## config.mk

```make
export PLATFORM = sky130hd
export DESIGN_NAME = vedic_mul_arbiter
export DESIGN_NICKNAME = d
export VERILOG_FILES = /design/src/rtl/vedic_pkg.sv /design/src/rtl/vedic_8X8.sv /design/src/rtl/vedic_mul_arbiter.sv
export SDC_FILE = /design/constraint.sdc
export NUM_CORES = 1
export LEC_CHECK = 0
export CORE_MARGIN = 2
export CORE_UTILIZATION = 60
export CTS_CLUSTER_SIZE = 16
export DETAILED_ROUTE_END_ITERATION = 16
export DONT_BUFFER_PORTS = 1
export PLACE_DENSITY = 0.82
export SLEW_MARGIN = 20
export SYNTH_ARGS = -nofsm -noshare
export SYNTH_HDL_FRONTEND = slang
export SYNTH_SLANG_ARGS = --single-unit
```

## constraint.sdc

```tcl
create_clock -name clk -period 13.2 [get_ports clk]
set_input_delay 1.32 -clock clk [delete_from_list [all_inputs] [get_ports clk]]
set_output_delay 1.32 -clock clk [all_outputs]
set_load 0.005 [all_outputs]
```

## src/rtl/vedic_pkg.sv

```systemverilog
`default_nettype none
// ============================================================================
//  Module      : vedic_pkg
//  Description : Shared widths and the operand-entry type for the shared
//                vedic multiplier arbiter.
//  Revision    : 1.0 - initial release
// ============================================================================
package vedic_pkg;

    localparam int VEDIC_OPW     = 8;    // operand width
    localparam int VEDIC_PW      = 16;   // product width
    localparam int VEDIC_IDW_MAX = 3;    // enough id bits for up to 8 requesters

    // One granted operand pair, tagged with the requester that owns it
    typedef struct packed {
        logic [VEDIC_IDW_MAX-1:0] id;
        logic [VEDIC_OPW-1:0]     a;
        logic [VEDIC_OPW-1:0]     b;
    } vedic_op_t;

endpackage
`default_nettype wire

```

## src/rtl/vedic_8X8.sv

```systemverilog
`default_nettype none
// ============================================================================
//  Module      : vedic_8X8
//  Description : Combinational 8x8 unsigned multiplier built the vedic way:
//                2x2 crosswise cells combined into 4x4, then into 8x8.
//  Revision    : 1.0 - initial release
// ============================================================================
module vedic_8X8 (
    input  logic [7:0]  a,
    input  logic [7:0]  b,
    output logic [15:0] p
);

    // 2x2 vertical-and-crosswise cell
    function automatic logic [3:0] vm2(input logic [1:0] x, input logic [1:0] y);
        logic [1:0] mid;
        logic [1:0] hi;
        mid = {1'b0, x[1] & y[0]} + {1'b0, x[0] & y[1]};
        hi  = {1'b0, x[1] & y[1]} + {1'b0, mid[1]};
        return {hi, mid[0], x[0] & y[0]};
    endfunction

    // 4x4 from four 2x2 partial products
    function automatic logic [7:0] vm4(input logic [3:0] x, input logic [3:0] y);
        logic [3:0] q0, q1, q2, q3;
        q0 = vm2(x[1:0], y[1:0]);
        q1 = vm2(x[3:2], y[1:0]);
        q2 = vm2(x[1:0], y[3:2]);
        q3 = vm2(x[3:2], y[3:2]);
        return {4'b0, q0} + {2'b0, q1, 2'b0} + {2'b0, q2, 2'b0} + {q3, 4'b0};
    endfunction

    logic [7:0] w_q0, w_q1, w_q2, w_q3;

    // 8x8 from four 4x4 partial products, aligned and summed
    always_comb begin
        w_q0 = vm4(a[3:0], b[3:0]);
        w_q1 = vm4(a[7:4], b[3:0]);
        w_q2 = vm4(a[3:0], b[7:4]);
        w_q3 = vm4(a[7:4], b[7:4]);
        p    = {8'b0, w_q0} + {4'b0, w_q1, 4'b0} + {4'b0, w_q2, 4'b0} + {w_q3, 8'b0};
    end

endmodule
`default_nettype wire

```

## src/rtl/vedic_mul_arbiter.sv

```systemverilog
`default_nettype none
// ============================================================================
//  Module      : vedic_mul_arbiter
//  Description : Round-robin arbiter sharing one vedic_8X8 multiplier among
//                NREQ requesters; returns id-tagged products on a
//                valid/ready response channel and counts completions.
//                Define VEDIC_ARB_PIPE_EN to add an operand register stage
//                ahead of the multiplier (latency 2 instead of 1).
//  Revision    : 1.0 - initial release
// ============================================================================
module vedic_mul_arbiter
    import vedic_pkg::*;
#(
    parameter int NREQ = 4,
    parameter int IDW  = $clog2(NREQ)
) (
    input  logic                      clk,
    input  logic                      rst,
    input  logic [NREQ-1:0]           req_valid,
    output logic [NREQ-1:0]           req_ready,
    input  logic [VEDIC_OPW*NREQ-1:0] req_a,
    input  logic [VEDIC_OPW*NREQ-1:0] req_b,
    output logic                      rsp_valid,
    input  logic                      rsp_ready,
    output logic [IDW-1:0]            rsp_id,
    output logic [VEDIC_PW-1:0]       rsp_p,
    output logic [15:0]               done_cnt
);

    // Scan from the pointer upward (mod NREQ); returns {found, index}
    function automatic logic [IDW:0] rr_pick(input logic [NREQ-1:0] v,
                                             input logic [IDW-1:0]  p);
        logic [IDW:0] r;
        int           j;
        r = '0;
        // walk downward so the nearest requester after the pointer wins last
        for (int k = NREQ - 1; k >= 0; k--) begin
            j = (int'(p) + k) % NREQ;
            if (v[j]) r = {1'b1, IDW'(j)};
        end
        return r;
    endfunction

    logic [IDW-1:0]      r_ptr;
    logic [IDW:0]        w_pick;
    logic                w_acc;
    logic                w_grant;
    logic [IDW-1:0]      w_gidx;
    vedic_op_t           w_op;
    logic [VEDIC_OPW-1:0] w_mul_a;
    logic [VEDIC_OPW-1:0] w_mul_b;
    logic [VEDIC_PW-1:0] w_prod;
    logic                w_unused;

`ifdef VEDIC_ARB_PIPE_EN
    logic                r_s1_valid;
    vedic_op_t           r_s1;
    logic                w_adv;

    // Stage 1 moves on whenever the response register is empty or draining
    assign w_adv    = !rsp_valid || rsp_ready;
    assign w_acc    = !r_s1_valid || w_adv;
    assign w_mul_a  = r_s1.a;
    assign w_mul_b  = r_s1.b;
    assign w_unused = ^{w_op.id, r_s1.id};
`else
    assign w_acc    = !rsp_valid || rsp_ready;
    assign w_mul_a  = w_op.a;
    assign w_mul_b  = w_op.b;
    assign w_unused = ^w_op.id;
`endif

    // Grant selection and operand mux; nothing is granted during reset
    always_comb begin
        w_pick    = rr_pick(req_valid, r_ptr);
        w_grant   = w_pick[IDW] && w_acc && !rst;
        w_gidx    = w_pick[IDW-1:0];
        req_ready = w_grant ? (NREQ'(1) << w_gidx) : '0;
        w_op.id   = VEDIC_IDW_MAX'(w_gidx);
        w_op.a    = req_a[int'(w_gidx)*VEDIC_OPW +: VEDIC_OPW];
        w_op.b    = req_b[int'(w_gidx)*VEDIC_OPW +: VEDIC_OPW];
    end

    vedic_8X8 u_mul (
        .a (w_mul_a),
        .b (w_mul_b),
        .p (w_prod)
    );

    // Priority pointer advances past each granted requester
    always_ff @(posedge clk or posedge rst) begin
        if (rst) begin
            r_ptr <= '0;
        end else if (w_grant) begin
            r_ptr <= (w_gidx == IDW'(NREQ - 1)) ? '0 : w_gidx + 1'b1;
        end
    end

`ifdef VEDIC_ARB_PIPE_EN
    // Operand stage: load on every accept, empties when nothing is granted
    always_ff @(posedge clk or posedge rst) begin
        if (rst) begin
            r_s1_valid <= 1'b0;
            r_s1       <= '0;
        end else if (w_acc) begin
            r_s1_valid <= w_grant;
            if (w_grant) r_s1 <= w_op;
        end
    end

    // Response register fed from the operand stage through the multiplier
    always_ff @(posedge clk or posedge rst) begin
        if (rst) begin
            rsp_valid <= 1'b0;
            rsp_p     <= '0;
            rsp_id    <= '0;
        end else if (w_adv) begin
            rsp_valid <= r_s1_valid;
            if (r_s1_valid) begin
                rsp_p  <= w_prod;
                rsp_id <= r_s1.id[IDW-1:0];
            end
        end
    end
`else
    // Response register loaded straight from the grant mux and multiplier
    always_ff @(posedge clk or posedge rst) begin
        if (rst) begin
            rsp_valid <= 1'b0;
            rsp_p     <= '0;
            rsp_id    <= '0;
        end else if (w_acc) begin
            rsp_valid <= w_grant;
            if (w_grant) begin
                rsp_p  <= w_prod;
                rsp_id <= w_gidx;
            end
        end
    end
`endif

    // Saturating count of response transfers
    always_ff @(posedge clk or posedge rst) begin
        if (rst) begin
            done_cnt <= '0;
        end else if (rsp_valid && rsp_ready && (done_cnt != 16'hFFFF)) begin
            done_cnt <= done_cnt + 16'd1;
        end
    end

endmodule
`default_nettype wire

```

# Word-level counts from Yosys, hierarchy flattened
# Cells that the tools add are included.
# Widths: inputs -> output; s select.
[classes]
n_bitwise = 67
muxes = 17
n_addsub = 52
reduce_logical = 11
magnitude_cmp = 4
eq_ne = 2
n_shift = 3
[op_table]
columns = ["cell", "count"]
rows = [
  ["$add 1x1->2", 32],
  ["$and 1x1->1", 64],
  ["$shiftx 32x6->8", 2],
  ["$add 8x6->8", 4],
  ["$add 8x8->8", 4],
  ["$add 4x6->7", 4],
  ["$add 16x1->16 const B", 1],
  ["$add 16x12->16", 1],
  ["$add 16x16->16", 1],
  ["$ne 16x16->1 const B", 1],
  ["$add 8x12->13", 1],
  ["$lt 3x4->1 const B", 3],
  ["$mux 3", 4],
  ["$bmux 1 s2", 4],
  ["$mux 1", 7],
  ["$reduce_or 2->1", 3],
  ["$add 2x1->2 const B", 2],
  ["$add 2x2->2 const B", 2],
  ["$logic_and 1x1->1", 4],
  ["$mux 4", 1],
  ["$shl 1x2->4 const A", 1],
  ["$and 1x1->1 const A", 3],
  ["$lt 2x3->1 const B", 1],
  ["$eq 2x2->1 const B", 1],
  ["other kinds (4)", 5],
]
[word_totals]
wordCells = 161
output_inout_bits = 39
regBits = 37

# Depth between registers and ports, before layout
# Gate-level depths: netlist of run 1.
[depth]
depth_word = 20
ltp_mapped = 36

# Hierarchy
# From an unflattened synthesis of run 1, not the netlist that was laid out.
[unflattened]
cells_unflattened = 473
hier_area_um2 = 4633.2
[modules_own_cells]
columns = ["mod", "area_per_inst_um2", "n_inst", "cells_per_inst"]
rows = [
  ["vedic_8X8", 2411.1, 1, 284],
  ["vedic_mul_arbiter", 2222.1, 1, 189],
]

# Worst setup path before layout of run 1
# No wires, ideal clock.
[synth_path]
kind = "in2reg"
start = "input req_valid[2]"
end = "register rsp_p[14]"
path_buffers = 1
setup_time_ns = 0.128
slack_ns = 5.534
t_required_ns = 13.072
arrival_ns = 7.539
path_stages = 30
cell_sequence = "mux2i_1 > nor2_1 > nor3_4 > buf_6 > mux2_4 > nor2_1 > ha_1 > ha_1 > ha_1 > inv_1 > fa_1 > xor2_1 > fa_1 > fa_1 > inv_1 > ha_1 > fa_1 > a21o_1 > a21oi_1 > nor3b_1 > xnor2_1 > fa_1 > inv_1 > ha_1 > a21o_1 > a21oi_1 > o21ai_0 > a31oi_1 > xor2_1 > o21ai_0"
[synth_via]
elab_chain_len = 17
[synth_rtl]
columns = ["item", "line_no", "source"]
rows = [
  ["start: declaration", "vedic_mul_arbiter.sv:19", "input logic [NREQ-1:0] req_valid,"],
  ["$bmux 1 s2", "vedic_mul_arbiter.sv:39", "if (v[j]) r = {1'b1, IDW'(j)};"],
  ["$mux 1 (implied by the code) (2 in a row)", "vedic_mul_arbiter.sv:39", ""],
  ["$mux 3 (3 in a row)", "vedic_mul_arbiter.sv:39", ""],
  ["$mux 3 *", "vedic_mul_arbiter.sv:39", ""],
  ["named net w_pick[0]", "vedic_mul_arbiter.sv:45", "logic [IDW:0] w_pick;"],
  ["$shiftx 32x6->8 (on tied branches)", "vedic_mul_arbiter.sv:80, vedic_mul_arbiter.sv:81", ""],
  ["$and 1x1->1", "vedic_8X8.sv:18", "mid = {1'b0, x[1] & y[0]} + {1'b0, x[0] & y[1]};"],
  ["$add 1x1->2", "vedic_8X8.sv:18", ""],
  ["$add 1x1->2", "vedic_8X8.sv:19", "hi = {1'b0, x[1] & y[1]} + {1'b0, mid[1]};"],
  ["$add 4x6->7", "vedic_8X8.sv:30", "return {4'b0, q0} + {2'b0, q1, 2'b0} + {2'b0, q2, 2'b0} + {q3, 4'b0};"],
  ["$add 8x6->8", "vedic_8X8.sv:30", ""],
  ["$add 8x8->8", "vedic_8X8.sv:30", ""],
  ["$add 8x12->13", "vedic_8X8.sv:41", "p = {8'b0, w_q0} + {4'b0, w_q1, 4'b0} + {4'b0, w_q2, 4'b0} + {w_q3, 8'b0};"],
  ["$add 16x12->16", "vedic_8X8.sv:41", ""],
  ["$add 16x16->16 *", "vedic_8X8.sv:41", ""],
  ["end signal: assignment", "vedic_mul_arbiter.sv:135", "rsp_p <= w_prod;"],
  ["end: declaration", "vedic_mul_arbiter.sv:26", "output logic [VEDIC_PW-1:0] rsp_p,"],
]
# The timed path passes the listed nets; every way through them passes the cells marked *. The select of a mux whose other input is x is not followed.
# A chain may end at the register's enable or synchronous reset.

# Worst setup path in the final report of run 1
[layout_path]
start = "input req_valid[2]"
end = "register rsp_p[14]"
[layout_via]
elab_chain_len = 17
[layout_rtl]
columns = ["item", "line_no"]
rows = [
  ["$bmux 1 s2", "vedic_mul_arbiter.sv:39"],
  ["$mux 1 (implied by the code) (2 in a row)", "vedic_mul_arbiter.sv:39"],
  ["$mux 3 (3 in a row)", "vedic_mul_arbiter.sv:39"],
  ["$mux 3 *", "vedic_mul_arbiter.sv:39"],
  ["$shiftx 32x6->8 (on tied branches)", "vedic_mul_arbiter.sv:80, vedic_mul_arbiter.sv:81"],
  ["$and 1x1->1", "vedic_8X8.sv:18"],
  ["$add 1x1->2", "vedic_8X8.sv:18"],
  ["$add 1x1->2", "vedic_8X8.sv:19"],
  ["$add 4x6->7", "vedic_8X8.sv:30"],
  ["$add 8x6->8", "vedic_8X8.sv:30"],
  ["$add 8x8->8", "vedic_8X8.sv:30"],
  ["$add 8x12->13", "vedic_8X8.sv:41"],
  ["$add 16x12->16", "vedic_8X8.sv:41"],
  ["$add 16x16->16", "vedic_8X8.sv:41"],
]
# Every way passes the cells marked *; elsewhere a longest branch is shown, timed or not. The select of a mux whose other input is x is not followed.

==> impl_metrics.py, run 1 <==
metrics = {
    "yosys": {
        "yosysMostFrequentCell": "ha_1",
        "synth_edf_count": 0,
        "syn-num-nets": 718,
        "ys_async_sr_fraction_pct": 100.0,
        "synth_top_area_cell": "ha_1",
        "ys_seq_area_share_pct": 18.91,
        "yosys-top-cells-area": "ha_1 (22%), dfrtp_1 (19%), fa_1 (9.8%)",
        "ys_ff_latch": 37,
        "synth_area_per_cell_um2": 9.103,
        "synth_cell_type_count": 40,
        "syn_area_mm2": 0.004897,
        "yosysTopAreaCellShare_pct": 21.72,
        "synth_top_flop_cell": "dfrtp_1",
        "syn_inst": 538,
        "synth_common_cells": "ha_1 (85), nor2_1 (72), inv_1 (57)",
        "yosys_warnings": 0,
    },
    "sta": {
        "setup_violations": 0,
        "finalCritPeriodShare_pct": 62.39,
        "setup-tns-final_ps": 0,
        "finalHoldViolCount": 0,
        "relSlewSlack_pct": 29.35,
        "min_period_ps": 8236,
        "fin_skew_ps": 6.698,
        "rsz0062_at_grt": "no",
        "tightest_slew_ps": 1056,
        "max_freq_mhz": 121.4,
        "final-max-slew-violation-count": 0,
    },
    "placed_design": {
        "dp_hpwl_um": 8819,
        "io_buffers": 0,
        "gp_congestion": 0.9005,
    },
    "clock_tree": {
        "cts_hold_buf": 0,
        "cts_root_buf": "clkbuf_8",
        "htreeDepth": 2,
        "cts.reportedPaths.clkPinSlew_ps": 70,
        "cts_buffer_depth": 2,
        "cts_buffers": 5,
        "cts.sinks": 37,
        "clk_latency_ps": 290,
        "cts_resized": 0,
        "post-cts-setup-buffer-count": 0,
        "cts_tree": "yes",
    },
    "detailed_routing": {
        "antenna_left": 0,
        "via_count": 3789,
        "drt-pass1-iter-count": 5,
        "vias_per_cell": 5.920,
        "wl_per_cell_um": 16.57,
        "drc_errors": 0,
        "first_iter_violations": 168,
        "wirelength_um": 10610,
    },
    "job": {
        "cap_violations": 0,
    },
    "worst_setup_path": {
        "crit_slowest_cell": "nor3_4",
        "ff2ff_setup_slack_ps": 5420,
        "cp_data_arrival_time_ps": 8380,
        "crit_path_frequent_cell": "ha_1",
        "critPathMaxFanout": 20,
        "critPathMaxStageDelay_ps": 870,
        "rr_worst_depth": 31,
        "cp-end-kind": "register",
        "path_class": "input port to register",
        "cp-start-kind": "input port",
        "timing.rr.start": "r_ptr[1]$_DFFE_PP0P_",
        "r2r-end": "rsp_p[14]$_DFFE_PP0P_",
        "required_ps": 13340,
    },
    "min_path": {
        "hold_end": "done_cnt[7]$_DFFE_PP0P_",
        "min_path_type": "register to register",
        "min_delay_path_depth": 1,
        "worstHoldStart": "done_cnt[7]$_DFFE_PP0P_",
    },
    "floorplanning": {
        "die_x_um": 94.35,
        "dieArea_mm2": 0.008901,
        "core_area_mm2": 0.007807,
        "die_h_um": 94.35,
        "row_count": 32,
        "start_util_pct": 62.72,
        "num_io_pins": 110,
    },
    "cells_and_area": {
        "syn_to_final_growth_pct": 3.296,
        "drive_above_1_share_pct": 5.576,
        "nets": 718,
        "num_antenna_cells": 0,
    },
    "global_route": {
        "grtUsageTotal_pct": 24.35,
        "grt_pass1_vias": 3716,
        "antenna_found_initial": 0,
        "grt_max_degree": 39,
        "grt_pass1_wl_um": 17180,
        "overflow": 0,
    },
    "status": {
        "outcome": "finished clean",
    },
}
## worst max-delay path, delay by kind of cell
kind / cells / cell delay (ps)
buf+inv: 3 / 170
compound gates: 9 / 1460
mux: 2 / 540
xor+xnor: 4 / 670
fa+ha+maj: 9 / 3100
simple gates: 4 / 1110
## registers in the layout, summed over array words and instances (netlist names)
register and count:
done_cnt 16, r_ptr 2, rsp_id 2, rsp_p 16
rsp_valid 1
## area by class of cell
type	count	area, um^2
Multi-Input combinational cell	435	3690
Fill cell	630	2749
Sequential cell	37	925.9
Inverter	57	214.0
Tap cell	102	127.6
Clock buffer	7	86.33
Timing Repair Buffer	2	15.01
## metal layers
layer | GRT usage, % | up-vias | routed length, um
met5 | 0 | - | 0
met4 | 4.710 | 0 | 127
met3 | 4.389 | 14 | 718
met2 | 44.52 | 139 | 5447
met1 | 30.17 | 1830 | 4314
li1 | - | 1806 | -
## placed cells by master (no fill, tap or decap), drive strengths merged
cell | synthesis | final
ha | 85 | 85
nor2 | 72 | 72
inv | 57 | 57
nand2 | 46 | 46
dfrtp | 37 | 37
mux2i | 34 | 34
xnor2 | 34 | 34
fa | 24 | 24
a21oi | 24 | 24
a21o | 17 | 17
mux2 | 17 | 17
o21ai | 15 | 15
xor2 | 14 | 14
and2 | 7 | 7
nand4 | 7 | 7
clkbuf | 3 | 7
nand3 | 5 | 5
nand3b | 4 | 4
nor3b | 3 | 3
nor2b | 3 | 3
and4 | 3 | 3
nand2b | 3 | 3
nor3 | 3 | 3
a211oi | 2 | 2
or2 | 2 | 2
and3 | 2 | 2
o21bai | 2 | 2
buf | 6 | 2
o41ai | 1 | 1
a21boi | 1 | 1
a2bb2oi | 1 | 1
nor4b | 1 | 1
o31ai | 1 | 1
o211ai | 1 | 1
a31oi | 1 | 1
## cell families after synthesis
logic type      share of synthesized area [%]
simple gates                            14.95
fa+ha+maj                               31.53
compound gates                          8.457
buf+inv                                 6.030
mux                                     11.55
xor+xnor                                8.585
flops                                   18.91
## how the worst max path moves through the flow
stage | start | to | cells after the start
5_1_grt | req_valid[2] | rsp_p[14]$_DFFE_PP0P_ | 31
3_5_place_dp | req_valid[2] | rsp_p[14]$_DFFE_PP0P_ | 31
6_report | req_valid[2] | rsp_p[14]$_DFFE_PP0P_ | 31
3_3_place_gp | req_valid[2] | rsp_p[14]$_DFFE_PP0P_ | 29
4_1_cts | req_valid[2] | rsp_p[14]$_DFFE_PP0P_ | 31
2_1_floorplan | req_valid[2] | rsp_p[14]$_DFFE_PP0P_ | 30
## through the flow
step                std cells  setup slack [ps]  instance area [um^2]  util (%)  hold slack [ps]
finish                    640              4964                  5059     64.79            517.9
global route              640              4455                  5059     64.79            546.8
CTS                       640              4934                  5056     64.76            514.2
detailed placement        633              4645                  4970     63.65            498.4
global placement          633              4894                  4970     63.65            492.7
floorplan                 538              5534                  4897         -            469.8
Power of run 1 is not shown: default switching activity piles up to over one toggle a cycle in this logic, so the estimate is an artifact.
==> run 2: changes to the inputs <==
- clock period: 13.2 -> 7.95 ns (I/O delays scaled with it)
==> impl_metrics.py, run 2 (synthesis gave the netlist of run 1 again) <==
metrics = {
    "floorplanning": {
        "dieArea_mm2": 0.008901,
        "num_io_pins": 110,
        "row_count": 32,
        "die_x_um": 94.35,
        "die_h_um": 94.35,
        "start_util_pct": 62.72,
        "core_area_mm2": 0.007807,
    },
    "placed_design": {
        "io_buffers": 0,
        "dp_hpwl_um": 9038,
        "gp_congestion": 0.9031,
    },
    "clock_tree": {
        "cts_hold_buf": 0,
        "cts_resized": 0,
        "cts.reportedPaths.clkPinSlew_ps": 70,
        "htreeDepth": 2,
        "cts_root_buf": "clkbuf_8",
        "post-cts-setup-buffer-count": 0,
        "cts.sinks": 37,
        "cts_buffers": 5,
        "cts_buffer_depth": 2,
        "cts_tree": "yes",
        "clk_latency_ps": 290,
    },
    "status": {
        "outcome": "finished clean",
    },
    "global_route": {
        "grt_pass1_vias": 3881,
        "grt_max_degree": 39,
        "overflow": 0,
        "grt_pass1_wl_um": 17460,
        "grtUsageTotal_pct": 24.61,
        "antenna_found_initial": 0,
    },
    "worst_setup_path": {
        "path_class": "register to register",
        "crit_family": "adder cells",
        "cp-end-kind": "register",
        "critPathMaxFanout": 14,
        "worst-path-buf-inv": 4,
        "crit_slowest_cell": "fa_1",
        "cp_data_arrival_time_ps": 7380,
        "required_ps": 8090,
        "cp-start-kind": "register",
        "critPathMaxStageDelay_ps": 570,
    },
    "sta": {
        "max_freq_mhz": 138.2,
        "setup_violations": 0,
        "final-max-slew-violation-count": 0,
        "finalCritPeriodShare_pct": 91.00,
        "setup-tns-final_ps": 0,
        "tightest_slew_ps": 1040,
        "rsz0062_at_grt": "no",
        "finalHoldViolCount": 0,
        "relSlewSlack_pct": 30.51,
        "fin_hold_ws_ps": 497.7,
        "min_period_ps": 7234,
        "fin_skew_ps": 4.619,
    },
    "cells_and_area": {
        "largestRegisters": "done_cnt x16, rsp_p x16",
        "final_cell_mix": "ha_1 (85), nor2_1 (72), inv_1 (57)",
        "regArea_um2": 925.9,
        "num_antenna_cells": 0,
        "drive_above_1_share_pct": 6.801,
        "final_common_cell": "ha_1",
        "fillCellCount": 597,
        "nets": 723,
        "syn_to_final_growth_pct": 4.624,
        "multi_input_area_mm2": 0.003690,
    },
    "detailed_routing": {
        "wl_per_cell_um": 16.69,
        "first_iter_violations": 169,
        "via_count": 3802,
        "wirelength_um": 10780,
        "vias_per_cell": 5.885,
        "drc_errors": 0,
        "antenna_left": 0,
        "drt-pass1-iter-count": 5,
    },
    "job": {
        "cap_violations": 0,
    },
    "min_path": {
        "min_path_type": "input port to asynchronous set/reset pin",
    },
}
run 2: worst paths after layout:
kind | from | endpoint | slack [ps] | cells past startpoint
min in group clk | done_cnt[11]$_DFFE_PP0P_ | done_cnt[11]$_DFFE_PP0P_ | 520 | 1
max in group asynchronous | rst | rsp_p[15]$_DFFE_PP0P_ | 7130 | 2
hold / removal | rst | done_cnt[1]$_DFFE_PP0P_ | 500 | 2
setup / recovery | r_ptr[1]$_DFFE_PP0P_ | rsp_p[14]$_DFFE_PP0P_ | 720 | 31
setup reg to reg | r_ptr[1]$_DFFE_PP0P_ | rsp_p[14]$_DFFE_PP0P_ | 720 | 31
hold reg to reg | done_cnt[11]$_DFFE_PP0P_ | done_cnt[11]$_DFFE_PP0P_ | 520 | 1
run 2: through the flow:
step           instance area (um^2)  setup slack [ps]  cells  utilization, %
2_1_floorplan                  4897             808.8    538               -
3_3_place_gp                   4992             465.2    636           63.94
3_5_place_dp                   4992             248.7    636           63.94
4_1_cts                        5094             525.1    644           65.24
5_1_grt                        5124             217.5    646           65.63
6_report                       5124             715.6    646           65.63
run 2: cell type report:
type	count	area share (%)
tap	102	2.491
timing repair buffer	7	1.270
clock inverter	1	0.09768
inverter	57	4.176
sequential	37	18.07
clock buffer	7	1.880
multi-input combinational	435	72.01
run 2: layer usage:
layer	vias to the layer above	global-route usage [%]	share of wire (%)	wire (um)
met2	141	46.19	52	5582
met3	20	3.911	7.3	792
met1	1818	29.47	39	4207
li1	1823	-	-	-
met5	-	0	0	0
met4	0	5.676	1.8	199
Power of run 2 is left out for the same reason.
